## src/rtl/seg7_tick_counter.sv

```systemverilog
// rtl/seg7_tick_counter.sv - prescaled single-digit counter with start/stop/clear/load and hex segment decode
module seg7_tick_counter #(
    parameter logic [23:0] TICK_COUNT   = 24'd10_000_000,
    parameter int          CNT_W        = 24,
    parameter int          PERIOD_SHIFT = 10,
    parameter logic [3:0]  DIGIT_MAX    = 4'd9
) (
    input  logic       clk,
    input  logic       rst_n,
    input  logic       start,
    input  logic       stop,
    input  logic       clear,
    input  logic       load,
    input  logic [3:0] load_val,
    input  logic [1:0] mode,
    input  logic [7:0] period_in,
    output logic [3:0] digit,
    output logic [6:0] segments,
    output logic       dp,
    output logic       tick,
    output logic       wrap,
    output logic       running
);

    typedef enum logic {
        ST_STOPPED = 1'b0,
        ST_RUNNING = 1'b1
    } state_t;

    localparam logic [1:0] MODE_UP     = 2'b00;
    localparam logic [1:0] MODE_DOWN   = 2'b01;
    localparam logic [1:0] MODE_PING   = 2'b10;
    localparam int         PW          = 8 + PERIOD_SHIFT;
    localparam logic [CNT_W-1:0] DEF_TERM = CNT_W'(TICK_COUNT - 24'd1);

    state_t           state_q, state_d;
    logic [CNT_W-1:0] pre_q, pre_d;
    logic [3:0]       digit_q, digit_d;
    logic             dir_q, dir_d;
    logic             dp_q, dp_d;
    logic             tick_q, tick_d;
    logic             wrap_q, wrap_d;

    logic [CNT_W-1:0] term;
    logic [PW-1:0]    period_full;
    logic             is_running;
    logic             hit;

    always_ff @(posedge clk) begin
        if (!rst_n) begin
            state_q <= ST_STOPPED;
        end else begin
            state_q <= state_d;
        end
    end

    always_comb begin
        state_d = state_q;
        case (state_q)
            ST_STOPPED: if (start && !stop) state_d = ST_RUNNING;
            ST_RUNNING: if (stop)           state_d = ST_STOPPED;
            default:                        state_d = ST_STOPPED;
        endcase
    end

    always_comb begin
        is_running = (state_q == ST_RUNNING);
    end

    // Comparing with >= keeps a shrinking period from running pre all the way around.
    always_comb begin
        period_full = {period_in, {PERIOD_SHIFT{1'b0}}};
        if (period_in == 8'd0) begin
            term = DEF_TERM;
        end else begin
            term = CNT_W'(period_full) - CNT_W'(1);
        end
        hit = is_running && (pre_q >= term);
    end

    always_comb begin
        pre_d   = pre_q;
        digit_d = digit_q;
        dir_d   = dir_q;
        dp_d    = dp_q;
        tick_d  = 1'b0;
        wrap_d  = 1'b0;
        if (clear) begin
            pre_d   = '0;
            digit_d = 4'd0;
            dir_d   = 1'b1;
            dp_d    = 1'b0;
        end else if (load) begin
            pre_d   = '0;
            digit_d = (load_val > DIGIT_MAX) ? DIGIT_MAX : load_val;
        end else begin
            if (is_running) begin
                pre_d = hit ? '0 : pre_q + CNT_W'(1);
            end
            if (hit) begin
                tick_d = 1'b1;
                dp_d   = ~dp_q;
                case (mode)
                    MODE_UP: begin
                        if (digit_q >= DIGIT_MAX) begin
                            digit_d = 4'd0;
                            wrap_d  = 1'b1;
                        end else begin
                            digit_d = digit_q + 4'd1;
                        end
                    end
                    MODE_DOWN: begin
                        if (digit_q == 4'd0 || digit_q > DIGIT_MAX) begin
                            digit_d = DIGIT_MAX;
                            wrap_d  = 1'b1;
                        end else begin
                            digit_d = digit_q - 4'd1;
                        end
                    end
                    MODE_PING: begin
                        if (digit_q > DIGIT_MAX) begin
                            digit_d = 4'd0;
                            dir_d   = 1'b1;
                            wrap_d  = 1'b1;
                        end else if (dir_q) begin
                            if (digit_q == DIGIT_MAX) begin
                                digit_d = DIGIT_MAX - 4'd1;
                                dir_d   = 1'b0;
                                wrap_d  = 1'b1;
                            end else begin
                                digit_d = digit_q + 4'd1;
                            end
                        end else begin
                            if (digit_q == 4'd0) begin
                                digit_d = 4'd1;
                                dir_d   = 1'b1;
                                wrap_d  = 1'b1;
                            end else begin
                                digit_d = digit_q - 4'd1;
                            end
                        end
                    end
                    default: digit_d = digit_q;
                endcase
            end
        end
    end

    always_ff @(posedge clk) begin
        if (!rst_n) begin
            pre_q   <= '0;
            digit_q <= 4'd0;
            dir_q   <= 1'b1;
            dp_q    <= 1'b0;
            tick_q  <= 1'b0;
            wrap_q  <= 1'b0;
        end else begin
            pre_q   <= pre_d;
            digit_q <= digit_d;
            dir_q   <= dir_d;
            dp_q    <= dp_d;
            tick_q  <= tick_d;
            wrap_q  <= wrap_d;
        end
    end

    always_comb begin
        running = is_running;
        digit   = digit_q;
        dp      = dp_q;
        tick    = tick_q;
        wrap    = wrap_q;
        case (digit_q)
            4'h0:    segments = 7'h3F;
            4'h1:    segments = 7'h06;
            4'h2:    segments = 7'h5B;
            4'h3:    segments = 7'h4F;
            4'h4:    segments = 7'h66;
            4'h5:    segments = 7'h6D;
            4'h6:    segments = 7'h7D;
            4'h7:    segments = 7'h07;
            4'h8:    segments = 7'h7F;
            4'h9:    segments = 7'h6F;
            4'hA:    segments = 7'h77;
            4'hB:    segments = 7'h7C;
            4'hC:    segments = 7'h39;
            4'hD:    segments = 7'h5E;
            4'hE:    segments = 7'h79;
            default: segments = 7'h71;
        endcase
    end

endmodule
```

## config.mk

```make
export PLATFORM = sky130hd
export DESIGN_NAME = seg7_tick_counter
export DESIGN_NICKNAME = d
export VERILOG_FILES = /design/src/rtl/seg7_tick_counter.sv
export SDC_FILE = /design/constraint.sdc
export NUM_CORES = 1
export LEC_CHECK = 0
export ABC_CLOCK_PERIOD_IN_PS = 11800
export CORE_AREA = 10 10 87 89
export CTS_CLUSTER_SIZE = 14
export DETAILED_ROUTE_END_ITERATION = 8
export DIE_AREA = 0 0 97 99
export HOLD_SLACK_MARGIN = 0.1
export PLACE_DENSITY = 0.72
export SLEW_MARGIN = 5
export SYNTH_ARGS = -nofsm -noshare
export SYNTH_HDL_FRONTEND = slang
export SYNTH_SLANG_ARGS = --single-unit
```

## constraint.sdc

```tcl
create_clock -name clk -period 11.8 [get_ports clk]
set_input_delay 3.54 -clock clk [delete_from_list [all_inputs] [get_ports clk]]
set_output_delay 3.54 -clock clk [all_outputs]
set_load 0.02 [all_outputs]
```

After elaboration in Yosys (flattened, before gate mapping). Memory sizes are Yosys's and may differ from the RTL's. A register that Yosys moved wholly into a read port is not among the register bits. Cells that the tools add are included.

Bits in read-only memories: 112. Register bits: 33. Word-level logic and storage cells: 67. Output and inout port bits: 15. Memories kept: 1. Input port bits: 20.

Reduce and logical (&&, ||, !) cells: 15. Equal/unequal tests: 3. Muxes and demuxes: 28. Bitwise logic cells: 5. Add/subtract/negate cells: 4. Magnitude comparators: 4.

Memories: (no name shown) (words 16, width 7, read ports 1, clocked after Yosys merged registers in 1, wr ports 0, line 173) `case (digit_q)`.

Operators by type and width (count): two-way mux 24 bit (2); two-way mux 4 bit (11); adder 24 x 1 -> 24 bit (second input constant) (1); greater-or-equal comparator 24 bit (1); subtractor 18 x 1 -> 19 bit (second input constant) (1); two-way mux 1 bit (12); case mux 4 bit (3 select lines) (1); > comparator 4 bit (second input constant) (2); zero test 8 bit (1); NOT 1 bit (5); adder 4 x 1 -> 4 bit (second input constant) (1); equality test 4 bit (second input constant) (1); greater-or-equal comparator 4 bit (second input constant) (1); zero test 4 bit (1); AND reduction 2 bit (2); nonzero test 4 bit (1); OR reduction 4 bit (1); subtractor 4 x 1 -> 4 bit (second input constant) (1); case mux 1 bit (3 select lines) (1); AND reduction 3 bit (1); OR reduction 3 bit (1); equality test 2 x 1 -> 1 bit (second input constant) (1); equality test 2 bit (second input constant) (1); logical AND 1 bit (2); other kinds (6) (6).

Longest topological paths before layout.
Word-level depth: 9. Depth in mapped cells: 19.

Worst setup path after synthesis. Ideal clock, no wire load.

Kind: input port to flip-flop. Start: in period_in[4]. End: reg segments[4] (netlist name). Stages on the path: 15. Setup slack: 5.092 ns. Library setup time: 0.137 ns. Buffers on the path: 0. Data arrival time: 6.571 ns. Cells stage by stage: nor3_1 -> nand3_1 -> nor3_1 -> mux2i_1 -> ha_1 -> a21oi_1 -> o21ai_1 -> a221oi_2 -> o22ai_1 -> or2_1 -> o211ai_1 -> inv_1 -> ha_1 -> nor3b_1 -> a211oi_2.

Word-level cells in the longest chain between the ends: 8. Elaborated cells between the ends (all ways): 9.

Ends and longest elaborated chain: from (decl) (line 16) `input logic [7:0] period_in,`; subtractor 18 x 1 -> 19 bit / zero test 8 bit (equally long branches) (line 76, 73); two-way mux 24 bit (*) (line 73) `if (period_in == 8'd0) begin`; greater-or-equal comparator 24 bit (*) (line 78) `hit = is_running && (pre_q >= term);`; logical AND 1 bit (*) (line 78); nonzero test 2 bit (no line) (*); AND reduction 2 bit (no line) (*); two-way mux 4 bit (no line) (*) (2 in series).

Mark *: on every way between the ends. The rest lies on a longest branch, timed or not. A chain may end at the register's enable or synchronous reset.

Worst setup path in the final report.
Start: in period_in[2]. End: reg segments[5] (netlist name).

Word-level cells in the longest chain between the ends: 8. Elaborated cells between the ends (all ways): 9.

Ends and longest elaborated chain (line): subtractor 18 x 1 -> 19 bit / zero test 8 bit (equally long branches) (76, 73); two-way mux 24 bit (*) (73); greater-or-equal comparator 24 bit (*) (78); logical AND 1 bit (*) (78); nonzero test 2 bit (no line) (*); AND reduction 2 bit (no line) (*); two-way mux 4 bit (no line) (*) (2 in series).

Marks and branches as above.

==> results.sh <==
export IMPL_wl_um=6260
export IMPL_setup_tns_ps=0
export IMPL_layout_setup_ws_ps=4400
export IMPL_ys_ff_latch=40
export IMPL_postSynthCellCount=350
export IMPL_crit_type="input pin to register"
export IMPL_slew_headroom_pct=38.2
export IMPL_layout_nets=436
export IMPL_antenna_found_initial=0
export IMPL_leakage_nw=1.27
export IMPL_critPathMaxFanout=7
export IMPL_ys_async_sr_fraction_pct=0
export IMPL_place_ws_ps=4100
export IMPL_power_switching_share_pct=26.9
export IMPL_cts_htree_levels=2
export IMPL_worst_pin_slew_ps=925
export IMPL_synth_area_um2=2880
export IMPL_ios=35
export IMPL_drt_iter0_drc=66
export IMPL_cts_path_max_buffers=2
export IMPL_pwr_share_clk_pct=30.9
export IMPL_vias=2518
export IMPL_numCtsBuffers=5
export IMPL_syn_avg_cell_area_um2=8.23
export IMPL_clk_latency_ps=290
export IMPL_yosys_area_top_type="dfxtp_1"
export IMPL_synth_common_cells="nor2_1, dfxtp_1, ha_1, nand2_1, a21oi_1"
export IMPL_dieArea_um2=9600
export IMPL_yosysTopAreaCellShare_pct=27.8
export IMPL_synth_area_leaders="dfxtp_1, ha_1, nor2_1, xor2_1, a21oi_1"
export IMPL_hpwl_um=4830
export IMPL_avgRoutedWirePerCell_um=13.6
export IMPL_synth_edf_count=0
export IMPL_p_sw_mw=0.0738
export IMPL_die_h_um=99
export IMPL_port_buffers=34
export IMPL_peakVddDrop_v=0.0000812
export IMPL_grt_pass1_wl_um=10400
export IMPL_ys_types=58
export IMPL_max_cap_violations=0
export IMPL_antenna_diode_count=0
export IMPL_fillerInstances=550
export IMPL_synth_seq_area_share_pct=27.8
export IMPL_finalCritPeriodShare_pct=62.7
export IMPL_p_total_mw=0.274
export IMPL_p_comb_share_pct=18.1
export IMPL_synth_warnings=0
export IMPL_report_final_slew_viol_count=0
export IMPL_seq_area_um2=801
export IMPL_cts_tree="built"
export IMPL_drive_above_1_share_pct=5.21
export IMPL_ctsHoldBuffers=0
export IMPL_cts_sinks=40
export IMPL_drc=0
export IMPL_cp_arrival_ps=7620
export IMPL_multi_input_area_um2=1970
export IMPL_cts_setup_buffers=0
export IMPL_fmax_ghz=0.135
export IMPL_min_path_type="register to register"
export IMPL_hold_violations=0
export IMPL_clk_pin_slew_worst_paths_ps=70
export IMPL_min_period_ps=7400
export IMPL_end_kind="register"
export IMPL_core_region_area_um2=5850
export IMPL_startpoint_type="input pin"
export IMPL_grt_overflow=0
export IMPL_grt_pass1_vias=2333
export IMPL_post_cts_resized=0
export IMPL_r2r_setup_slack_ps=8650
export IMPL_p_per_area_nw_per_um2=81.9
export IMPL_grtUsageTotal_pct=12.4
export IMPL_skew_ps=9.54
export IMPL_grt_max_degree=25
export IMPL_start_util_pct=49.3
export IMPL_yosysMostFrequentCell="nor2_1"
export IMPL_area_growth_syn_to_layout_pct=16.0
export IMPL_die_w_um=97
export IMPL_firstDrtPassIters=4
export IMPL_synth_ff_type="dfxtp_1"
export IMPL_gp_congestion=0.871
export IMPL_route_antenna_remaining_nets=0
export IMPL_rows=28
export IMPL_setup_viol_count_final=0
export IMPL_rsz0062_at_grt="no"
export IMPL_required_ps=12020
export IMPL_vias_per_cell=5.49
export IMPL_cts_root_buf="clkbuf_8"
export IMPL_pwr_share_seq_pct=51.0
export IMPL_status="finished clean"
export IMPL_intPower_mw=0.200
cell families (layout without fill, tap and decap cells):
family,count (synthesis),count (layout),share of synthesized area [%]
xor gates and xnor gates,28,28,8.51
DFF,40,40,27.8
buffers and inverters,26,58,4.21
AOI/OAI and AO/OA,76,76,19.2
and+or+nand+nor,141,141,24.1
adders and majority gates,32,32,13.9
muxes,6,6,2.13
other,1,3,0.130
registers in the layout, summed over array words and instances, names as in the netlist:
register / count
running: 1
digit: 4
tick: 1
dir_q: 1
wrap: 1
dp: 1
segments: 7
pre_q: 24
metal layers:
| layer | GRT usage [%] | part of all wire (%) |
|---|---|---|
| met5 | 0 | 0 |
| met4 | 3.41 | 0.93 |
| met3 | 3.63 | 4.9 |
| met2 | 20.9 | 46 |
| met1 | 15.0 | 49 |
critical path, cell delays in order:
cell and delay [ps]:
clkdlybuf4s50_1 480, nor3_1 390, nand3_1 180, nor3_1 200
mux2i_1 220, ha_1 260, a21oi_1 140, o21ai_1 100
a221oi_2 400, o22ai_1 190, or2_1 270, o211ai_1 490
inv_1 170, ha_1 260, inv_1 80, o21ai_0 80
a21oi_1 170
final timing paths:
| check | to | start | depth (start not counted) |
|---|---|---|---|
| setup reg to reg | segments[6]$_DFF_P_ | digit[0]$_SDFFE_PP0N_ | 14 |
| setup / recovery | segments[5]$_DFF_P_ | period_in[2] | 17 |
| hold reg to reg | pre_q[23]$_SDFFE_PP0P_ | pre_q[23]$_SDFFE_PP0P_ | 2 |
| hold / removal | pre_q[23]$_SDFFE_PP0P_ | pre_q[23]$_SDFFE_PP0P_ | 2 |
power by group through the flow:
| stage | clock network [mW] | registers (mW) | logic, mW |
|---|---|---|---|
| global route | 0.0929 | 0.140 | 0.0542 |
| detailed placement | 0 | 0.143 | 0.0492 |
| floorplan | 0 | 0.144 | 0.0306 |
| global placement | 0 | 0.143 | 0.0487 |
| finish | 0.0847 | 0.140 | 0.0495 |
| CTS | 0.0876 | 0.140 | 0.0495 |
cells in the final DEF (no fill, tap or decap), drive strengths merged, types with 3 or more instances in the layout:
cell type      synthesis  layout
clkdlybuf4s50          0      34
o22ai                  3       3
ha                    32      32
a211oi                 4       4
xnor2                 12      12
and4                   3       3
conb                   1       3
nand2                 30      30
or2                    3       3
nand3                 10      10
nor2                  49      49
dfxtp                 40      40
o21ai                 16      16
a221oi                 4       4
nor3b                  3       3
inv                   17      17
nor2b                  5       5
o211ai                 4       4
clkbuf                 2       6
a21oi                 23      23
mux2i                  5       5
a31oi                  3       3
nor3                   6       6
o221ai                 3       3
and3                   7       7
xor2                  16      16
nand2b                 5       5
nand4                 11      11
layout make-up:
class	instances	area share, %
multi-input combinational	286	58.8
inverter	17	1.91
timing repair buffer	34	10.2
clock inverter	1	0.150
clock buffer	6	2.17
sequential	40	24.0
tap	75	2.81
through the flow:
step	hold WS (ps)	utilization (%)	area, um^2	cells
after floorplan	485	-	2890	352
after global placement	508	55.8	3270	452
after detailed placement	523	55.8	3270	452
after CTS	545	57.1	3340	459
after global routing	563	57.1	3340	459
final	537	57.1	3340	459
Note: power is estimated with default switching activity, not from simulation.
